File: config.mk
export PLATFORM = sky130hd
export DESIGN_NAME = riscv_dbg_dump
export DESIGN_NICKNAME = d
export VERILOG_FILES = /design/src/rtl/riscv_dbg_dump.sv
export SDC_FILE = /design/constraint.sdc
export NUM_CORES = 1
export LEC_CHECK = 0
export ABC_CLOCK_PERIOD_IN_PS = 1700
export BUFFER_PORTS_ARGS = -buffer_cell sky130_fd_sc_hd__buf_2
export CORE_UTILIZATION = 35
export CTS_BUF_LIST = sky130_fd_sc_hd__clkbuf_4 sky130_fd_sc_hd__clkbuf_8
export DETAILED_ROUTE_END_ITERATION = 16
export PLACE_DENSITY = 0.76
export SYNTH_ARGS = -nofsm -noshare
export SYNTH_HDL_FRONTEND = slang
export SYNTH_SLANG_ARGS = --single-unit
export TNS_END_PERCENT = 1
File: constraint.sdc
create_clock -name clk -period 1.7 [get_ports clk]
set_input_delay 0.17 -clock clk [delete_from_list [all_inputs] [get_ports clk]]
set_output_delay 0.17 -clock clk [all_outputs]
set_load 0.01 [all_outputs]
File: src/rtl/riscv_dbg_dump.sv
// Post-run state dump: walks the register file, then an optional data-memory window,
// onto a valid/ready stream. Define DBG_DUMP_MEM_EN to include the memory phase.
module riscv_dbg_dump #(
    parameter int          REG_COUNT = 32,
    parameter logic [31:0] MEM_BASE  = 32'h0000_0000,
    parameter int          MEM_WORDS = 16
) (
    input  logic        clk,
    input  logic        rst,
    input  logic        debug,
    output logic [4:0]  rf_raddr,
    input  logic [31:0] rf_rdata,
    output logic [31:0] dm_raddr,
    input  logic [31:0] dm_rdata,
    output logic        out_valid,
    input  logic        out_ready,
    output logic        out_tag,
    output logic [7:0]  out_idx,
    output logic [31:0] out_data,
    output logic        busy,
    output logic        done
);

    typedef enum logic [2:0] {
        ST_IDLE  = 3'd0,
        ST_REG   = 3'd1,
        ST_MEM   = 3'd2,
        ST_DRAIN = 3'd3,
        ST_DONE  = 3'd4
    } state_t;

    localparam logic [7:0] REG_LAST = 8'(REG_COUNT - 1);
`ifdef DBG_DUMP_MEM_EN
    localparam logic [7:0] MEM_LAST = 8'(MEM_WORDS - 1);
`else
    logic unused_s;
    assign unused_s = ^{dm_rdata, MEM_BASE, (MEM_WORDS > 0)};
`endif

    state_t      state_r;
    logic [7:0]  idx_r;
    logic        debug_q_r;
    logic [4:0]  rf_raddr_r;
    logic [31:0] dm_raddr_r;
    logic        out_valid_r;
    logic        out_tag_r;
    logic [7:0]  out_idx_r;
    logic [31:0] out_data_r;
    logic        busy_r;
    logic        done_r;

    logic start_s;
    logic slot_free_s;
    logic accept_s;

    assign start_s     = debug & ~debug_q_r & (state_r == ST_IDLE);
    assign slot_free_s = ~out_valid_r | out_ready;
    assign accept_s    = out_valid_r & out_ready;

    // Read addresses are kept as registers advancing in step with idx_r,
    // so the read data they select is ready at the capturing edge.
    // Dump sequencer, output staging register and read-address registers.
    always_ff @(posedge clk or negedge rst) begin
        if (!rst) begin
            state_r     <= ST_IDLE;
            idx_r       <= 8'd0;
            debug_q_r   <= 1'b0;
            rf_raddr_r  <= 5'd0;
            dm_raddr_r  <= 32'd0;
            out_valid_r <= 1'b0;
            out_tag_r   <= 1'b0;
            out_idx_r   <= 8'd0;
            out_data_r  <= 32'd0;
            busy_r      <= 1'b0;
            done_r      <= 1'b0;
        end else begin
            debug_q_r <= debug;
            done_r    <= 1'b0;
            case (state_r)
                ST_IDLE: begin
                    if (start_s) begin
                        state_r    <= ST_REG;
                        idx_r      <= 8'd0;
                        rf_raddr_r <= 5'd0;
                        busy_r     <= 1'b1;
                    end
                end
                ST_REG: begin
                    if (slot_free_s) begin
                        out_valid_r <= 1'b1;
                        out_tag_r   <= 1'b0;
                        out_idx_r   <= idx_r;
                        out_data_r  <= rf_rdata;
                        if (idx_r == REG_LAST) begin
                            idx_r      <= 8'd0;
                            rf_raddr_r <= 5'd0;
`ifdef DBG_DUMP_MEM_EN
                            state_r    <= ST_MEM;
                            dm_raddr_r <= MEM_BASE;
`else
                            state_r    <= ST_DRAIN;
`endif
                        end else begin
                            idx_r      <= idx_r + 8'd1;
                            rf_raddr_r <= rf_raddr_r + 5'd1;
                        end
                    end
                end
`ifdef DBG_DUMP_MEM_EN
                ST_MEM: begin
                    if (slot_free_s) begin
                        out_valid_r <= 1'b1;
                        out_tag_r   <= 1'b1;
                        out_idx_r   <= idx_r;
                        out_data_r  <= dm_rdata;
                        if (idx_r == MEM_LAST) begin
                            idx_r      <= 8'd0;
                            dm_raddr_r <= 32'd0;
                            state_r    <= ST_DRAIN;
                        end else begin
                            idx_r      <= idx_r + 8'd1;
                            dm_raddr_r <= dm_raddr_r + 32'd4;
                        end
                    end
                end
`endif
                ST_DRAIN: begin
                    if (accept_s) begin
                        out_valid_r <= 1'b0;
                        state_r     <= ST_DONE;
                        done_r      <= 1'b1;
                    end
                end
                ST_DONE: begin
                    state_r <= ST_IDLE;
                    busy_r  <= 1'b0;
                end
                default: begin
                    state_r     <= ST_IDLE;
                    out_valid_r <= 1'b0;
                    busy_r      <= 1'b0;
                end
            endcase
        end
    end

    assign rf_raddr  = rf_raddr_r;
    assign dm_raddr  = dm_raddr_r;
    assign out_valid = out_valid_r;
    assign out_tag   = out_tag_r;
    assign out_idx   = out_idx_r;
    assign out_data  = out_data_r;
    assign busy      = busy_r;
    assign done      = done_r;

endmodule

==> flow_summary.json, run 1 <==
{
  "status": "finished, final reports clean",
  "hold_class": "primary input to flop",
  "clock-skew-final_ps": 7.38,
  "p_total_uw": 6610,
  "comb_power_share_pct": 42.2,
  "die_h_um": 90.1,
  "yosys.area.top_type": "dfrtp_1",
  "syn_inst": 220,
  "die_area_mm2": 0.00812,
  "grt_max_degree": 61,
  "die_w_um": 90.1,
  "wl_met3_um": 322,
  "grt_pass1_wl_mm": 8.69,
  "highest_layer": "met4",
  "dr.pass1.iters": 4,
  "mostFrequentLayoutCell": "buf_2",
  "met1_length_mm": 2.21,
  "ys_seq_area_share_pct": 55.2,
  "swShare_pct": 33.0,
  "cts.clk_slew.worst_paths_ps": 70,
  "critPathKind": "flop to flop",
  "drt_iter0_drc": 62,
  "power_frac_seq_pct": 35.3,
  "fmaxAchievable_mhz": 607,
  "cts_sinks": 60,
  "required_ps": 1960,
  "antenna_cells": 0,
  "setup_violations": 0,
  "synth_top_area_share_pct": 55.2,
  "drv_slew": 0,
  "place_area_mm2": 0.00324,
  "vias": 1976,
  "antenna_found_initial": 0,
  "yosysUniqueCellTypes": 38,
  "grt_usage_pct": 13.5,
  "num_rows": 31,
  "cts_tree": "yes",
  "post-route-period-util_pct": 97.0,
  "startpoint_type": "flop",
  "syn_to_final_growth_pct": 29.6,
  "grt-ovfl-total": 0,
  "core_area_mm2": 0.00737,
  "synth-edff-count": 0,
  "drc": 0,
  "netlist_top_cells_area": "dfrtp_1, mux2_2, buf_4, a21oi_1, nand3_1",
  "intPower_uw": 4430,
  "tns_ps": 0,
  "numPortBuffers": 83,
  "pwr_density_cell_mw_per_mm2": 1880,
  "p_leak_uw": 0.00175,
  "rsz0062_at_grt": "true",
  "place.gp.congestion": 0.834,
  "final_nets": 396,
  "vias_per_cell": 4.60,
  "cap_violations": 0,
  "ant_nets": 0,
  "p_sw_uw": 2180,
  "layout_common_cells": "buf_2, dfrtp_1, mux2_2",
  "htreeDepth": 3,
  "finalCriticalPeriod_ps": 1650,
  "drive_gt1_share_pct": 49.2,
  "grt_pass1_vias": 1902,
  "finalNonFillerCells": 430,
  "syn_area_mm2": 0.00272,
  "clock-root-buffer": "clkbuf_8",
  "dp.cells": 411,
  "wirelength_mm": 5.13,
  "worstPathArrival_ps": 1900,
  "numCtsBuffers": 9,
  "wl_per_cell_um": 11.9,
  "stdcell_area_mm2": 0.00352,
  "async_reset_ff_share_pct": 100,
  "ir_worst_vdd_v": 0.000551,
  "synth_ff_type": "dfrtp_1",
  "clkLatencyLatePin_ps": 340,
  "clock_power_share_pct": 22.6,
  "ys_warn_count": 32,
  "hold_viol_final": 0,
  "worstSetupEndpointType": "flop",
  "io_pins": 149,
  "cp_max_fo": 9,
  "clockBufferDepth": 2,
  "dp.final_hpwl_mm": 3.72,
  "synth.avg_cell_area_um2": 12.4,
  "ys_ff_latch": 60,
  "initial_core_util_pct": 36.9,
  "nFillCells": 696,
  "wl_met2_mm": 2.52
}
[power by group through the flow]
| stage | clock, uW | sequential (uW) | combinational, uW |
|---|---|---|---|
| after floorplan | 0 | 2590 | 1470 |
| after global placement | 0 | 2310 | 2670 |
| after detailed placement | 0 | 2370 | 2760 |
| after CTS | 1550 | 2340 | 2800 |
| after global routing | 1610 | 2420 | 3060 |
| final | 1490 | 2330 | 2790 |
[cell type report]
| cell class | count | area (um2) | area share, % |
|---|---|---|---|
| sequential | 60 | 1500 | 42.6 |
| multi-input combinational | 150 | 1060 | 30.0 |
| timing repair buffer | 102 | 588 | 16.7 |
| clock buffer | 13 | 173 | 4.90 |
| tap | 99 | 124 | 3.51 |
| clock inverter | 3 | 67.6 | 1.92 |
| inverter | 3 | 11.3 | 0.319 |
[logic make-up after synthesis]
family,count (synthesis),synth area share [%]
flops,60,55.2
simple gates,44,9.20
buf+inv,42,10.8
mux,39,16.2
compound gates,31,7.27
fa+ha+maj,2,0.920
other cells,1,0.138
xor+xnor,1,0.322
[worst max-delay path, cell delays in order, from the launching register on]
cell	delay, ps
dfrtp_2	440
nor3_1	190
buf_4	160
a22oi_2	90
buf_4	190
or3_1	350
a21oi_1	150
[layer usage]
layer / global-route usage, % / vias up
met5: 0 / -
met4: 5.38 / 0
met3: 4.65 / 9
met2: 22.7 / 82
met1: 15.8 / 956
li1: - / 929
[Yosys cell counts, types with 2 or more instances]
library cell	instances
o21ai_0	8
buf_4	35
nand3_1	10
dfrtp_1	60
nor2_1	5
buf_2	3
nand2b_1	2
or3_1	3
nor3_1	2
ha_1	2
or4_1	2
inv_1	3
a211oi_1	2
a22o_1	2
mux2_2	39
nor2b_1	2
nand2_1	10
a21oi_1	10
[flip-flops by register name, summed over array words and instances (netlist names)]
name	flops
busy	1
done	1
out_valid	1
state_r	3
rf_raddr	5
out_idx	8
idx_r	8
out_data	32
debug_q_r	1
[metrics by stage]
step | setup WS (ps) | util (%) | hold WS, ps
after CTS | 43.7 | 47.7 | 44.1
after global routing | -23.9 | 47.8 | 44.6
final | 51.8 | 47.8 | 60.1
after floorplan | 69.5 | - | -126
after global placement | 47.3 | 44.0 | 199
after detailed placement | 4.86 | 44.0 | 202
[what timing repair did]
item / 4_1_cts / 5_1_grt
setup buffers: 1 / 0
pin swaps: 1 / 0
setup endpoints to repair: 3 / 7
hold buffers: 2 / 0
endpoints found under the hold margin: 61 / 0
gates resized for setup: 0 / 5
[path summary, 6_finish.rpt]
kind,to,slack [ps],cells past startpoint,startpoint
setup / recovery,rf_raddr[3],50,6,state_r[2]
hold / removal,out_data[2],60,2,rf_rdata[2]
setup reg to reg,rf_raddr[3],50,6,state_r[2]
hold reg to reg,out_idx[2],480,2,out_idx[2]
max in group asynchronous,state_r[2],1050,3,rst
min in group asynchronous,out_data[11],380,3,rst
Power figures use the tool's default switching activity.
==> inputs of run 2 (changes only) <==
==> constraint.sdc (replaced) <==
create_clock -name clk -period 1.7 [get_ports clk]
set_input_delay 0.255 -clock clk [delete_from_list [all_inputs] [get_ports clk]]
set_output_delay 0.255 -clock clk [all_outputs]
set_load 0.01 [all_outputs]
==> flow_summary.json, run 2 (same netlist as run 1, synthesis figures left out) <==
{
  "htreeDepth": 3,
  "pwr_density_cell_mw_per_mm2": 1810,
  "reg2reg_setup_slack_ps": 40,
  "p_leak_uw": 0.00173,
  "clock_power_share_pct": 17.4,
  "startpoint_type": "flop",
  "die_h_um": 90.1,
  "drc": 0,
  "finalNonFillerCells": 430,
  "comb_power_share_pct": 45.5,
  "critPathKind": "flop to flop",
  "grt_util_met3_pct": 4.40,
  "wirelength_mm": 5.12,
  "syn_to_final_growth_pct": 28.6,
  "clock-skew-final_ps": 7.25,
  "grt_usage_pct": 13.1,
  "r2r-end": "idx_r[5]",
  "layout_common_cells": "buf_2, dfrtp_1, mux2_2",
  "hold_class": "primary input to flop",
  "worstHoldPathCells": 1,
  "place_ws_ps": 14.2,
  "io_pins": 149,
  "antenna_found_initial": 0,
  "status": "finished, final reports clean",
  "largest_reg_flops": 32,
  "place.gp.congestion": 0.827,
  "place_area_mm2": 0.00326,
  "grt_max_degree": 61,
  "swShare_pct": 34.9,
  "rr_worst_depth": 4,
  "power_frac_seq_pct": 37.1,
  "dr.pass1.iters": 4,
  "cts_tree": "yes",
  "cap_violations": 0,
  "rr_startpoint": "state_r[1]",
  "worst-path-buf-inv": 0,
  "grt_pass1_vias": 1808,
  "crit_family": "simple AND/OR/NAND/NOR gates",
  "ant_nets": 0,
  "finalCriticalPeriod_ps": 1660,
  "drv_slew": 0,
  "dp.cells": 411,
  "crit_slowest_cell": "or4b_1",
  "grt.busiest_layer": "met2",
  "hold_viol_final": 0,
  "die_area_mm2": 0.00812,
  "cp_max_fo": 5,
  "numPortBuffers": 83,
  "max_stage_delay_ps": 500,
  "vias": 1983,
  "min_from": "debug",
  "drt_iter0_drc": 61,
  "worstSetupEndpointType": "flop",
  "stdcell_area_mm2": 0.00350,
  "fmaxAchievable_mhz": 601,
  "num_rows": 31,
  "crit_chain": "nor3b_4 > a22oi_2 > or4b_1 > a21oi_2",
  "grt_pass1_wl_mm": 8.31,
  "use_met2_pct": 21.2,
  "core_area_mm2": 0.00737,
  "clkLatencyLatePin_ps": 330,
  "required_ps": 1960,
  "worstPathArrival_ps": 1920,
  "clockBufferDepth": 2,
  "ir_worst_vdd_v": 0.000624,
  "use_met1_pct": 15.8,
  "numCtsBuffers": 9,
  "antenna_cells": 0,
  "cts.clk_slew.worst_paths_ps": 70,
  "final.setup.worst_slack_ps": 36.2,
  "vias_per_cell": 4.61,
  "initial_core_util_pct": 36.9,
  "post-route-period-util_pct": 97.9,
  "setup_violations": 0,
  "mostFrequentLayoutCell": "buf_2",
  "die_w_um": 90.1,
  "clock-root-buffer": "clkbuf_8",
  "intPower_uw": 4110,
  "cts_sinks": 60,
  "rsz0062_at_grt": "true",
  "drive_gt1_share_pct": 51.1,
  "dp.final_hpwl_mm": 3.65,
  "grt-ovfl-total": 0,
  "p_sw_uw": 2210,
  "wl_per_cell_um": 11.9,
  "final_nets": 396,
  "tns_ps": 0,
  "p_total_uw": 6320,
  "hold_end": "debug_q_r"
}
run 2: area by class of cell:
type | count | area, um2
clock inverters | 5 | 27.5
clock buffers | 11 | 145
repair buffers | 102 | 602
flip-flops and latches | 60 | 1500
inverters | 3 | 11.3
well taps | 99 | 124
multi-input cells | 150 | 1080
fillers | 721 | 3870
run 2: worst max path at each step:
stage                from     endpoint  slack [ps]  cells after the start
3_3_place_gp   state_r[2]     idx_r[7]          30                      4
6_report       state_r[1]     idx_r[5]          40                      4
2_1_floorplan  state_r[1]     idx_r[7]          70                      5
4_1_cts        state_r[2]  rf_raddr[4]           3                      5
5_1_grt        state_r[1]     idx_r[5]         -40                      4
3_5_place_dp   state_r[2]     idx_r[7]          10                      4
run 2: metal layers:
| metal | part of all wire (%) | vias to the layer above |
|---|---|---|
| met5 | 0 | - |
| met4 | 1.0 | 0 |
| met3 | 7.1 | 7 |
| met2 | 48 | 87 |
| met1 | 44 | 965 |
| li1 | - | 924 |
run 2: power groups by stage:
stage	logic, uW	registers, uW	clock network, uW
after floorplan	1470	2590	0
after global placement	2710	2310	0
after detailed placement	2770	2370	0
after CTS	2780	2340	1150
after global routing	3120	2430	1230
final	2870	2340	1100
run 2: worst reg2reg max path, stage by stage, from the launching register on:
cell and delay, ps:
dfrtp_2 440, nor3b_4 330, a22oi_2 180, or4b_1 500, a21oi_2 140
run 2: repair_timing:
item / CTS / global route
setup endpoints to repair: 0 / 10
gates resized for setup: 0 / 11
endpoints found under the hold margin: 60 / 0
setup buffers: 0 / 2
hold buffers: 1 / 0
run 2: per-stage QoR:
| step | util, % | hold slack, ps |
|---|---|---|
| after detailed placement | 44.2 | 287 |
| final | 47.4 | 64.1 |
| after global routing | 47.4 | 43.6 |
| after floorplan | - | -40.6 |
| after CTS | 46.7 | 43.7 |
| after global placement | 44.2 | 283 |
